`config.mk`:
```
export PLATFORM = sky130hd
export DESIGN_NAME = ctrl_fsm
export DESIGN_NICKNAME = d
export VERILOG_FILES = /design/src/rtl/ctrl_fsm.sv
export SDC_FILE = /design/constraint.sdc
export NUM_CORES = 1
export LEC_CHECK = 0
export CORE_MARGIN = 3
export CORE_UTILIZATION = 30
export DETAILED_ROUTE_END_ITERATION = 8
export GPL_TIMING_DRIVEN = 0
export SYNTH_ARGS = -nofsm -noshare
export SYNTH_HDL_FRONTEND = slang
export SYNTH_SLANG_ARGS = --single-unit
export TNS_END_PERCENT = 30
```
`constraint.sdc`:
```
create_clock -name clk -period 2.38 [get_ports clk]
set_input_delay 0.238 -clock clk [delete_from_list [all_inputs] [get_ports clk]]
set_output_delay 0.238 -clock clk [all_outputs]
set_load 0.02 [all_outputs]
```
`src/rtl/ctrl_fsm.sv`:
```
// ctrl_fsm: multicycle main control FSM (FETCH/DECODE/EXEC/MEM/WB) with memory-wait timeout.
// Define CTRL_ILLEGAL_TRAP_EN to trap illegal opcodes with a sticky flag; otherwise they retire as NOPs.
module ctrl_fsm #(
    parameter int OPW         = 6,
    parameter int ALUOPW      = 4,
    parameter int MEM_TIMEOUT = 15
) (
    input  logic              clk,
    input  logic              rst,
    input  logic [OPW-1:0]    opcode,
    input  logic [OPW-1:0]    funct,
    input  logic              mem_ready,
    output logic              pc_write,
    output logic              pc_write_cond,
    output logic              branch_ne,
    output logic [1:0]        pc_src,
    output logic              iord,
    output logic              mem_read,
    output logic              mem_write,
    output logic              ir_write,
    output logic              reg_write,
    output logic [1:0]        reg_dst,
    output logic [1:0]        mem_to_reg,
    output logic              alu_src_a,
    output logic [1:0]        alu_src_b,
    output logic [ALUOPW-1:0] ALUOp,
    output logic              instr_done,
    output logic              mem_err,
    output logic              illegal
);
`ifdef CTRL_ILLEGAL_TRAP_EN
    localparam bit TRAP_EN = 1'b1;
`else
    localparam bit TRAP_EN = 1'b0;
`endif
    localparam int CW = (MEM_TIMEOUT > 1) ? $clog2(MEM_TIMEOUT) : 1;
    localparam logic [OPW-1:0] OP_R     = OPW'(0);
    localparam logic [OPW-1:0] OP_ANDI  = OPW'(2);
    localparam logic [OPW-1:0] OP_ORI   = OPW'(3);
    localparam logic [OPW-1:0] OP_XORI  = OPW'(4);
    localparam logic [OPW-1:0] OP_SLTI  = OPW'(5);
    localparam logic [OPW-1:0] OP_SLTIU = OPW'(6);
    localparam logic [OPW-1:0] OP_LUI   = OPW'(7);
    localparam logic [OPW-1:0] OP_LW    = OPW'(8);
    localparam logic [OPW-1:0] OP_SW    = OPW'(9);
    localparam logic [OPW-1:0] OP_BNE   = OPW'(11);
    localparam logic [OPW-1:0] OP_JAL   = OPW'(13);
    localparam logic [OPW-1:0] FN_JR    = OPW'(15);
    localparam logic [ALUOPW-1:0] AL_R    = ALUOPW'(0);
    localparam logic [ALUOPW-1:0] AL_ADD  = ALUOPW'(1);
    localparam logic [ALUOPW-1:0] AL_SUB  = ALUOPW'(2);
    localparam logic [ALUOPW-1:0] AL_AND  = ALUOPW'(3);
    localparam logic [ALUOPW-1:0] AL_OR   = ALUOPW'(4);
    localparam logic [ALUOPW-1:0] AL_XOR  = ALUOPW'(5);
    localparam logic [ALUOPW-1:0] AL_SLT  = ALUOPW'(6);
    localparam logic [ALUOPW-1:0] AL_SLTU = ALUOPW'(7);
    localparam logic [ALUOPW-1:0] AL_LUI  = ALUOPW'(8);

    typedef enum logic [3:0] {
        S_FETCH, S_DECODE, S_EXEC_R, S_WB_R, S_EXEC_I, S_WB_I, S_MEM_ADDR,
        S_MEM_RD, S_MEM_WB, S_MEM_WR, S_BRANCH, S_JUMP, S_TRAP
    } state_t;

    state_t            r_state;
    state_t            w_dec_next;
    logic [CW-1:0]     r_cnt;
    logic              r_illegal;
    logic              w_wait;
    logic              w_tmo;
    logic              w_illegal_op;
    logic              w_is_jr;
    logic [ALUOPW-1:0] w_imm_op;

    always_comb begin
        w_illegal_op = opcode > OP_JAL;
        w_is_jr      = funct == FN_JR;
        w_wait       = (r_state == S_FETCH) || (r_state == S_MEM_RD) || (r_state == S_MEM_WR);
        w_tmo        = (MEM_TIMEOUT != 0) && w_wait && !mem_ready && (r_cnt == CW'(MEM_TIMEOUT - 1));
        w_dec_next   = (opcode == OP_R)   ? S_EXEC_R :
                       (opcode <= OP_LUI) ? S_EXEC_I :
                       (opcode <= OP_SW)  ? S_MEM_ADDR :
                       (opcode <= OP_BNE) ? S_BRANCH :
                       !w_illegal_op      ? S_JUMP :
                       TRAP_EN            ? S_TRAP : S_FETCH;
        w_imm_op     = (opcode == OP_ANDI)  ? AL_AND :
                       (opcode == OP_ORI)   ? AL_OR :
                       (opcode == OP_XORI)  ? AL_XOR :
                       (opcode == OP_SLTI)  ? AL_SLT :
                       (opcode == OP_SLTIU) ? AL_SLTU :
                       (opcode == OP_LUI)   ? AL_LUI : AL_ADD;
    end

    // The wait counter only survives cycles that stay in the same wait state.
    always_ff @(posedge clk) begin
        if (rst) begin
            r_state   <= S_FETCH;
            r_cnt     <= '0;
            r_illegal <= 1'b0;
        end else begin
            r_cnt <= (w_wait && !mem_ready && !w_tmo) ? r_cnt + CW'(1) : '0;
            if (TRAP_EN && r_state == S_DECODE && w_illegal_op) r_illegal <= 1'b1;
            unique case (r_state)
                S_FETCH:    r_state <= mem_ready ? S_DECODE : S_FETCH;
                S_DECODE:   r_state <= w_dec_next;
                S_EXEC_R:   r_state <= w_is_jr ? S_FETCH : S_WB_R;
                S_EXEC_I:   r_state <= S_WB_I;
                S_MEM_ADDR: r_state <= (opcode == OP_LW) ? S_MEM_RD : S_MEM_WR;
                S_MEM_RD:   r_state <= mem_ready ? S_MEM_WB : w_tmo ? S_FETCH : S_MEM_RD;
                S_MEM_WR:   r_state <= (mem_ready || w_tmo) ? S_FETCH : S_MEM_WR;
                S_TRAP:     r_state <= S_TRAP;
                default:    r_state <= S_FETCH;
            endcase
        end
    end

    // Reset forces every output low in the same cycle, abandoning any in-flight access.
    always_comb begin
        pc_write      = 1'b0;
        pc_write_cond = 1'b0;
        branch_ne     = 1'b0;
        pc_src        = 2'b00;
        iord          = 1'b0;
        mem_read      = 1'b0;
        mem_write     = 1'b0;
        ir_write      = 1'b0;
        reg_write     = 1'b0;
        reg_dst       = 2'b00;
        mem_to_reg    = 2'b00;
        alu_src_a     = 1'b0;
        alu_src_b     = 2'b00;
        ALUOp         = AL_R;
        instr_done    = 1'b0;
        mem_err       = 1'b0;
        illegal       = r_illegal && !rst;
        if (!rst) begin
            mem_err = w_tmo;
            unique case (r_state)
                S_FETCH: begin
                    mem_read  = 1'b1;
                    alu_src_b = 2'b01;
                    ALUOp     = AL_ADD;
                    ir_write  = mem_ready;
                    pc_write  = mem_ready;
                end
                S_DECODE: begin
                    alu_src_b  = 2'b11;
                    ALUOp      = AL_ADD;
                    instr_done = w_illegal_op && !TRAP_EN;
                end
                S_EXEC_R: begin
                    alu_src_a  = 1'b1;
                    pc_write   = w_is_jr;
                    pc_src     = w_is_jr ? 2'b11 : 2'b00;
                    instr_done = w_is_jr;
                end
                S_WB_R: begin
                    reg_write  = 1'b1;
                    reg_dst    = 2'b01;
                    instr_done = 1'b1;
                end
                S_EXEC_I: begin
                    alu_src_a = 1'b1;
                    alu_src_b = 2'b10;
                    ALUOp     = w_imm_op;
                end
                S_WB_I: begin
                    reg_write  = 1'b1;
                    instr_done = 1'b1;
                end
                S_MEM_ADDR: begin
                    alu_src_a = 1'b1;
                    alu_src_b = 2'b10;
                    ALUOp     = AL_ADD;
                end
                S_MEM_RD: begin
                    mem_read = 1'b1;
                    iord     = 1'b1;
                end
                S_MEM_WB: begin
                    reg_write  = 1'b1;
                    mem_to_reg = 2'b01;
                    instr_done = 1'b1;
                end
                S_MEM_WR: begin
                    mem_write  = 1'b1;
                    iord       = 1'b1;
                    instr_done = mem_ready;
                end
                S_BRANCH: begin
                    alu_src_a     = 1'b1;
                    ALUOp         = AL_SUB;
                    pc_write_cond = 1'b1;
                    pc_src        = 2'b01;
                    branch_ne     = opcode == OP_BNE;
                    instr_done    = 1'b1;
                end
                S_JUMP: begin
                    pc_write   = 1'b1;
                    pc_src     = 2'b10;
                    instr_done = 1'b1;
                    reg_write  = opcode == OP_JAL;
                    reg_dst    = (opcode == OP_JAL) ? 2'b10 : 2'b00;
                    mem_to_reg = (opcode == OP_JAL) ? 2'b10 : 2'b00;
                end
                default: ;
            endcase
        end
    end
endmodule

```
[Yosys cells after proc, flatten, opt, wreduce, memory -nomap -nowiden]
Cells that the tools add are included.
Storage, ports and cells
  bits of input ports: 15
  register bits after elaboration: 8
  logic and storage cells: 100
Operators by class
  bitwise logic cells: 1
  magnitude comparators: 4
  reduce and logical (&&, ||, !) cells: 18
  add/subtract/negate cells: 1
  equality and inequality tests: 23
  muxes and demuxes: 51
Operator list (count)
  $mux 4: 15
  $pmux 4 s8: 1
  $eq 4x4->1 const B: 6
  $eq 6x3->1 const B: 4
  $eq 6x4->1 const B: 4
  $mux 1: 19
  $eq 4x3->1 const B: 4
  $mux 2: 7
  $eq 6x2->1 const B: 2
  $le 6x4->1 const B: 2
  $pmux 2 s3: 2
  $pmux 4 s3: 1
  $eq 4x2->1 const B: 2
  $pmux 2 s2: 2
  $reduce_or 2->1: 4
  $gt 6x4->1 const B: 1
  $le 6x3->1 const B: 1
  $logic_not 6->1: 1
  $reduce_or 3->1: 2
  $reduce_or 5->1: 1
  $add 4x1->4 const B: 1
  $eq 4x1->1 const B: 1
  $logic_not 4->1: 1
  $pmux 1 s4: 1
  other kinds (8): 13

[Logic depth before layout (Yosys ltp)]
Gate-level depths: netlist of run 1.
  depth after elaboration: 9
  mapped depth: 6
  gate-level depth less buffers: 6

[Worst setup path after synthesis of run 1]
Ideal clock, no wire load.
  path kind: register to output
  start: reg r_state[2]
  end: out branch_ne
  path buffers: 1
  cell stages (with the launch flop): 5
  data arrival time: 1.645 ns
  setup slack: 0.497 ns
  cells stage by stage: dfxtp_1 > buf_6 > nand2b_1 > or3_1 > nor4_1
On the way
  word-level cells in the longest chain between the ends: 3
Ends and longest elaborated chain
  from (decl): line 64  | state_t r_state;
  from (signal assigned): line 103  | S_FETCH: r_state <= mem_ready ? S_DECODE : S_FETCH;
  from (signal assigned): line 104  | S_DECODE: r_state <= w_dec_next;
  from (signal assigned): line 105  | S_EXEC_R: r_state <= w_is_jr ? S_FETCH : S_WB_R;
  $eq 4x4->1: line 137  | unique case (r_state)
  $mux 1: line 137
  $mux 1: line 135  | if (!rst) begin
  to (decl): line 15  | output logic branch_ne,
No other way between the ends.

[Final worst setup path of run 1]
  start: in opcode[5]
  end: out ALUOp[0]
On the way
  word-level cells in the longest chain between the ends: 9
  elaborated cells between the ends (all ways): 14
  those cells by class: eq/ne (6); mux (8)
Ends and longest elaborated chain
  from (decl): line 10  | input logic [OPW-1:0] opcode,
  $eq 6x3->1: line 90  | (opcode == OP_LUI) ? AL_LUI : AL_ADD;
  $mux 4: line 90
  $mux 4: line 89  | (opcode == OP_SLTIU) ? AL_SLTU :
  $mux 4: line 88  | (opcode == OP_SLTI) ? AL_SLT :
  $mux 4: line 87  | (opcode == OP_XORI) ? AL_XOR :
  $mux 4: line 86  | (opcode == OP_ORI) ? AL_OR :
  $mux 4 (*): line 85  | w_imm_op = (opcode == OP_ANDI) ? AL_AND :
  $pmux 4 s3 (*): line 137
  $mux 4 (*): line 135
  to (decl): line 26  | output logic [ALUOPW-1:0] ALUOp,
Every way passes the cells marked *; elsewhere a longest branch is shown, timed or not.

==> key figures, run 1 <==
CTS
  – Latest clock arrival within the worst-skew pair: 0.26 ns
  – Post-CTS Repair Setup Buffers: 0
  – Clk sink count: 8
  – # resized after CTS: 10
  – Root buffer cell: clkbuf_4
  – Total CTS buffers: 3
  – H-tree Lvls: 1
  – CTS tree: built
  – Clock-pin slew on the worst setup and hold paths: 0.05 ns
  – Post-cts hold buffer count: 0
  – CTS Buffer Depth: 2

Synth
  – Largest area contributor in the netlist: dfxtp_1
  – Ys async rst share: 0%
  – Most frequent cells after synthesis: 22 x nor2_1, 12 x nor3_1, 8 x dfxtp_1, 6 x nand2b_1
  – EDFF count, synth: 0
  – Top-count cell post-synth: nor2_1
  – Unique masters post-synth: 49
  – Syn Inst Count: 143
  – Syn nets: 160
  – Mapped Area: 1030 um2
  – Prevailing post-synth register cell: dfxtp_1
  – Top cells by area, synth: dfxtp_1 16%, nor2_1 8.0%, nor3_1 5.8%
  – Register area share after synthesis: 15.5%
  – Synth top area share: 15.5%
  – Yosys warns: 0
  – Syn_area_per_cell: 7.21 um2
  – #FFs+latches synth: 8

Global routing
  – GRT overflow: 0
  – Busiest grt layer: met2
  – Met3 global-route usage: 1.91%
  – Vias in the first global route: 1116
  – Pin count of the biggest net entering global routing: 11
  – Global Route met1 Usage: 22.0%
  – GRT met2 Usage: 25.8%
  – Tot GR Track Use: 15.7%
  – First-pass GRT wire length: 5410 um
  – Initial antenna violation count: 0

Route
  – 1st-pass router iterations: 4
  – # DRC: 0
  – Vias: 1180
  – Iter 0 DRT Violations: 36
  – Routed Wire Length: 3240 um
  – Routed Antenna Nets: 0
  – Via density per instance: 5.22
  – Routed wire length per instance: 14.3 um

Layout
  – N_diodes: 0
  – Layout cells sized above 1: 15.9%
  – Non-Filler Instances: 226
  – Post-route cell area: 1480 um2
  – # nets final: 201
  – Area growth from synthesis to layout: 43.1%

Placed design
  – DP Area: 1450 um2
  – GPL Wtd Cong: 0.814
  – Dpl hpwl: 2470 um
  – DP Cell Count: 223
  – Dpl ws: -0.294 ns
  – PortBufs: 36

Power and ir drop
  – Power consumption: 0.442 mW
  – Leakage: 0.653 nW
  – Switching share of power: 35.7%
  – Comb power frac: 42.8%
  – Clock power share: 24.9%
  – Sequential power share: 32.4%
  – VDD IR max: 0.254 mV
  – Power density cells: 300 nW/um2
  – Internal power: 0.284 mW
  – P_sw: 0.158 mW

STA
  – Post-route clock period utilization: 98.3%
  – Max-slew violations: 0
  – Setup slack after layout: 0.0394 ns
  – Endpoints failing setup: 0
  – Final hold viol count: 0
  – WHS: 0.459 ns
  – Tmin final: 2.34 ns
  – F_max: 0.427 GHz
  – Unrepaired setup endpoints after global routing: true
  – Clock skew: 0.0102 ns
  – Worst Tran Pin Value: 0.520 ns
  – Rel. slew slack: 65.0%

Floorplanning
  – Die width: 64.6 um
  – Die Height: 64.6 um
  – Initial Util: 32.7%
  – Area of the die: 4180 um2
  – Number of placed I/O pins: 39
  – Core Area: 3150 um2
  – Core Rows: 20

Setup path
  – Worst Setup Start Kind: primary input
  – Critical path fanouts, max: 4
  – Crit path kind: in2out
  – CP endpoint kind: output pin
  – Critical path arrival: 2.10 ns
  – WP data required: 2.14 ns
  – Reg2reg setup slack: 0.83 ns
  – CP startpoint: opcode[5]
  – FF-to-FF Start: r_state[0]$_SDFF_PP0_

Run
  – Max-Cap Viols: 0

Hold path
  – HP Class: reg2reg
  – Hold Path Origin: r_cnt[0]$_SDFF_PP0_

Outcome
  – Status: complete, no violations
-- path summary, 6_finish.rpt --
kind,endpoint,depth (start not counted)
setup reg to reg,r_cnt[2]$_SDFF_PP0_,5
hold / removal,r_cnt[0]$_SDFF_PP0_,1
setup / recovery,ALUOp[0],6
hold reg to reg,r_cnt[0]$_SDFF_PP0_,1
-- state kept, by name, indices dropped and copies added (netlist names) --
signal and flops:
r_state 4, r_cnt 4
-- cell type report --
cell class	count	area (um2)
multi-input combinational	116	719
clock buffer	3	22.5
buffer	14	140
sequential	8	160
fill	342	1680
timing repair buffer	36	359
inverter	5	18.8
tap	44	55.1
-- metrics by stage --
stage	TNS, ns	utilization [%]
final	0	46.8
after detailed placement	-1.71	45.9
after CTS	0	46.5
after global placement	-1.65	45.9
after global routing	-0.0157	46.8
after floorplan	0	-
-- layout by cell type (no fill, tap or decap), drive strengths merged, types with 2 or more instances in the layout --
cell type,Yosys,layout
clkdlybuf4s50,0,25
nor2,22,22
nor3,12,12
buf,9,10
dfxtp,8,8
clkbuf,5,8
nand2b,6,6
inv,5,5
nand2,5,5
nand3,5,5
dlygate4sd2,0,5
o21ai,5,5
and3,4,4
xor2,4,4
a21oi,4,4
nor4,3,3
or2,3,3
or3,3,3
a31oi,3,3
a211oi,3,3
nand4,3,3
dlymetal6s2s,0,3
or4,3,3
nor2b,2,2
and3b,2,2
xnor2,2,2
ha,2,2
clkdlybuf4s15,0,2
-- cell families after synthesis --
| family | share of synthesized area, % |
|---|---|
| AO/OA/AOI/OAI | 17.5 |
| adder cells (fa/ha/maj) | 2.43 |
| flip-flops | 15.5 |
| multiplexers | 1.09 |
| other | 0.364 |
| XOR/XNOR | 5.10 |
| AND/OR/NAND/NOR | 42.6 |
| buffers and inverters | 15.4 |
-- critical path, stage by stage --
cell             delay [ns]
clkdlybuf4s50_1        0.45
or3_1                  0.39
or4b_1                 0.51
a21oi_1                0.16
nor3_1                 0.07
clkdlybuf4s15_1        0.28
-- power groups by stage --
| stage | registers (mW) | clock network, mW | logic (mW) |
|---|---|---|---|
| 6_report | 0.143 | 0.110 | 0.189 |
| 5_1_grt | 0.144 | 0.115 | 0.207 |
| 4_1_cts | 0.143 | 0.111 | 0.189 |
| 3_5_place_dp | 0.146 | 0 | 0.189 |
| 3_3_place_gp | 0.146 | 0 | 0.187 |
| 2_1_floorplan | 0.145 | 0 | 0.117 |
-- per-layer routing --
metal | up-vias | share of wire, % | routed length (um)
li1 | 591 | - | -
met1 | 547 | 48 | 1550
met2 | 39 | 46 | 1480
met3 | 3 | 5.8 | 187
met4 | 0 | 0.53 | 17
met5 | - | 0 | 0
No activity file was read; power rests on OpenSTA's default activity.
==> run 2: changes to the inputs <==
--- a/config.mk
+++ b/config.mk
@@ -5,7 +5,6 @@
 export SDC_FILE = /design/constraint.sdc
 export NUM_CORES = 1
 export LEC_CHECK = 0
-export CORE_MARGIN = 3
 export CORE_UTILIZATION = 30
 export DETAILED_ROUTE_END_ITERATION = 8
 export GPL_TIMING_DRIVEN = 0
==> run 2 against run 1 <==
Via count is 0.59% lower. Combinational power barely moved. Wire length down 5.8%. Sequential share of layout area is essentially flat. Critical endpoint unchanged. Largest cell class unchanged.
==> key figures, run 2 (same netlist as run 1, synthesis figures left out) <==
Outcome
  – Status: complete, no violations

Route
  – 1st-pass router iterations: 4
  – Routed Antenna Nets: 0
  – Via density per instance: 5.19
  – Routed Wire Length: 3050 um
  – Vias: 1173
  – Iter 0 DRT Violations: 40
  – # DRC: 0
  – Routed wire length per instance: 13.5 um

STA
  – F_max: 0.424 GHz
  – Tmin final: 2.36 ns
  – Post-route clock period utilization: 99.1%
  – Setup slack after layout: 0.0226 ns
  – Unrepaired setup endpoints after global routing: true
  – Rel. slew slack: 66.3%
  – Worst Tran Pin Value: 0.500 ns
  – Max-slew violations: 0
  – Endpoints failing setup: 0
  – Setup TNS: 0 ns
  – Clock skew: 0.00513 ns
  – Final hold viol count: 0

Global routing
  – First-pass GRT wire length: 5090 um
  – Tot GR Track Use: 18.0%
  – Initial antenna violation count: 0
  – Vias in the first global route: 1142
  – GRT overflow: 0
  – Pin count of the biggest net entering global routing: 11

Layout
  – Area of the multi-input gates: 719 um2
  – Non-Filler Instances: 226
  – Most common cell after layout, fill and taps aside: clkdlybuf4s50_1
  – Storage element area: 160 um2
  – # nets final: 201
  – Fillers: 350
  – Top flop regs: r_cnt x4, r_state x4
  – Area growth from synthesis to layout: 42.6%
  – N_diodes: 0
  – Most frequent cells in the layout: 25 x clkdlybuf4s50_1, 21 x nor2_1, 11 x nor3_1
  – Layout cells sized above 1: 15.9%

Run
  – Max-Cap Viols: 0

CTS
  – Latest clock arrival within the worst-skew pair: 0.26 ns
  – H-tree Lvls: 1
  – Clock-pin slew on the worst setup and hold paths: 0.05 ns
  – Total CTS buffers: 3
  – CTS Buffer Depth: 2
  – Clk sink count: 8
  – Root buffer cell: clkbuf_4
  – CTS tree: built
  – Post-CTS Repair Setup Buffers: 0

Hold path
  – HP Class: reg2reg

Setup path
  – WP data required: 2.14 ns
  – CP startpoint: opcode[5]
  – Worst-case reg-to-reg path depth: 5
  – Crit path kind: in2out
  – Crit path to: ALUOp[0]
  – CP endpoint kind: output pin
  – Worst Setup Start Kind: primary input
  – FF-to-FF Start: r_state[0]$_SDFF_PP0_
  – Worst flop-to-flop path endpoint: r_cnt[2]$_SDFF_PP0_
  – Reg2reg setup slack: 0.86 ns
  – Critical path fanouts, max: 4
  – Critical path arrival: 2.12 ns

Power and ir drop
  – Leakage: 0.642 nW
  – VDD IR max: 0.196 mV
  – Power density cells: 298 nW/um2
  – Power consumption: 0.438 mW

Floorplanning
  – Area of the die: 3670 um2
  – Die width: 60.6 um
  – Core Rows: 20
  – Die Height: 60.6 um
  – Number of placed I/O pins: 39
  – Initial Util: 32.7%
  – Core Area: 3150 um2

Placed design
  – GPL Wtd Cong: 0.862
  – Dpl ws: -0.324 ns
  – PortBufs: 36
  – Dpl hpwl: 2350 um
  – DP Cell Count: 223
-- run 2: changes by cell type in the layout (fill, tap and decap cells not counted) --
cell,change
dlymetal6s2s_1,-1
clkdlybuf4s15_1,-1
dlygate4sd2_1,+2
-- run 2: layout make-up --
type | instances | share of cell area, %
sequential | 8 | 10.9
inverter | 5 | 1.28
tap | 44 | 3.74
multi-input combinational | 116 | 48.9
buffer | 14 | 9.53
timing repair buffer | 36 | 24.1
clock buffer | 3 | 1.53
-- run 2: routing by layer --
metal | global-route usage (%) | up-vias | wire length, um
li1 | - | 588 | -
met1 | 24.7 | 536 | 1430
met2 | 30.5 | 47 | 1400
met3 | 2.13 | 2 | 209
met4 | 3.57 | 0 | 4
met5 | 0 | - | 0
-- run 2: worst min path at each step --
stage	startpoint	to	slack [ns]	cells after the start
floorplan	opcode[3]	r_state[3]$_SDFF_PP0_	0.41	2
global placement	r_cnt[0]$_SDFF_PP0_	r_cnt[0]$_SDFF_PP0_	0.44	1
detailed placement	r_cnt[0]$_SDFF_PP0_	r_cnt[0]$_SDFF_PP0_	0.45	1
CTS	r_cnt[0]$_SDFF_PP0_	r_cnt[0]$_SDFF_PP0_	0.47	1
global route	r_cnt[0]$_SDFF_PP0_	r_cnt[0]$_SDFF_PP0_	0.48	1
finish	r_cnt[0]$_SDFF_PP0_	r_cnt[0]$_SDFF_PP0_	0.47	1
-- run 2: repair_timing --
item | in CTS | in global routing
endpoints found under the hold margin | 0 | 0
gates resized for setup | 10 | 4
setup endpoints to repair | 9 | 5
hold buffers | 0 | 0
gates cloned | 0 | 0
-- run 2: worst max-delay path: stages --
cell	delay, ns
clkdlybuf4s50_1	0.46
or3_1	0.40
or4b_1	0.51
a21oi_1	0.16
nor3_1	0.06
clkdlybuf4s15_1	0.28
-- run 2: power by group --
group / internal, mW / switching (mW) / leakage (nW)
Clock: 0.0580 / 0.0497 / 0.0138
Sequential: 0.140 / 0.00377 / 0.0650
Combinational: 0.0868 / 0.101 / 0.564
-- run 2: stage by stage --
stage / area, um2 / hold WS, ns / utilization, %
2_1_floorplan: 1030 / 0.411 / -
3_3_place_gp: 1450 / 0.442 / 45.9
3_5_place_dp: 1450 / 0.454 / 45.9
4_1_cts: 1460 / 0.467 / 46.3
5_1_grt: 1470 / 0.476 / 46.6
6_report: 1470 / 0.466 / 46.6
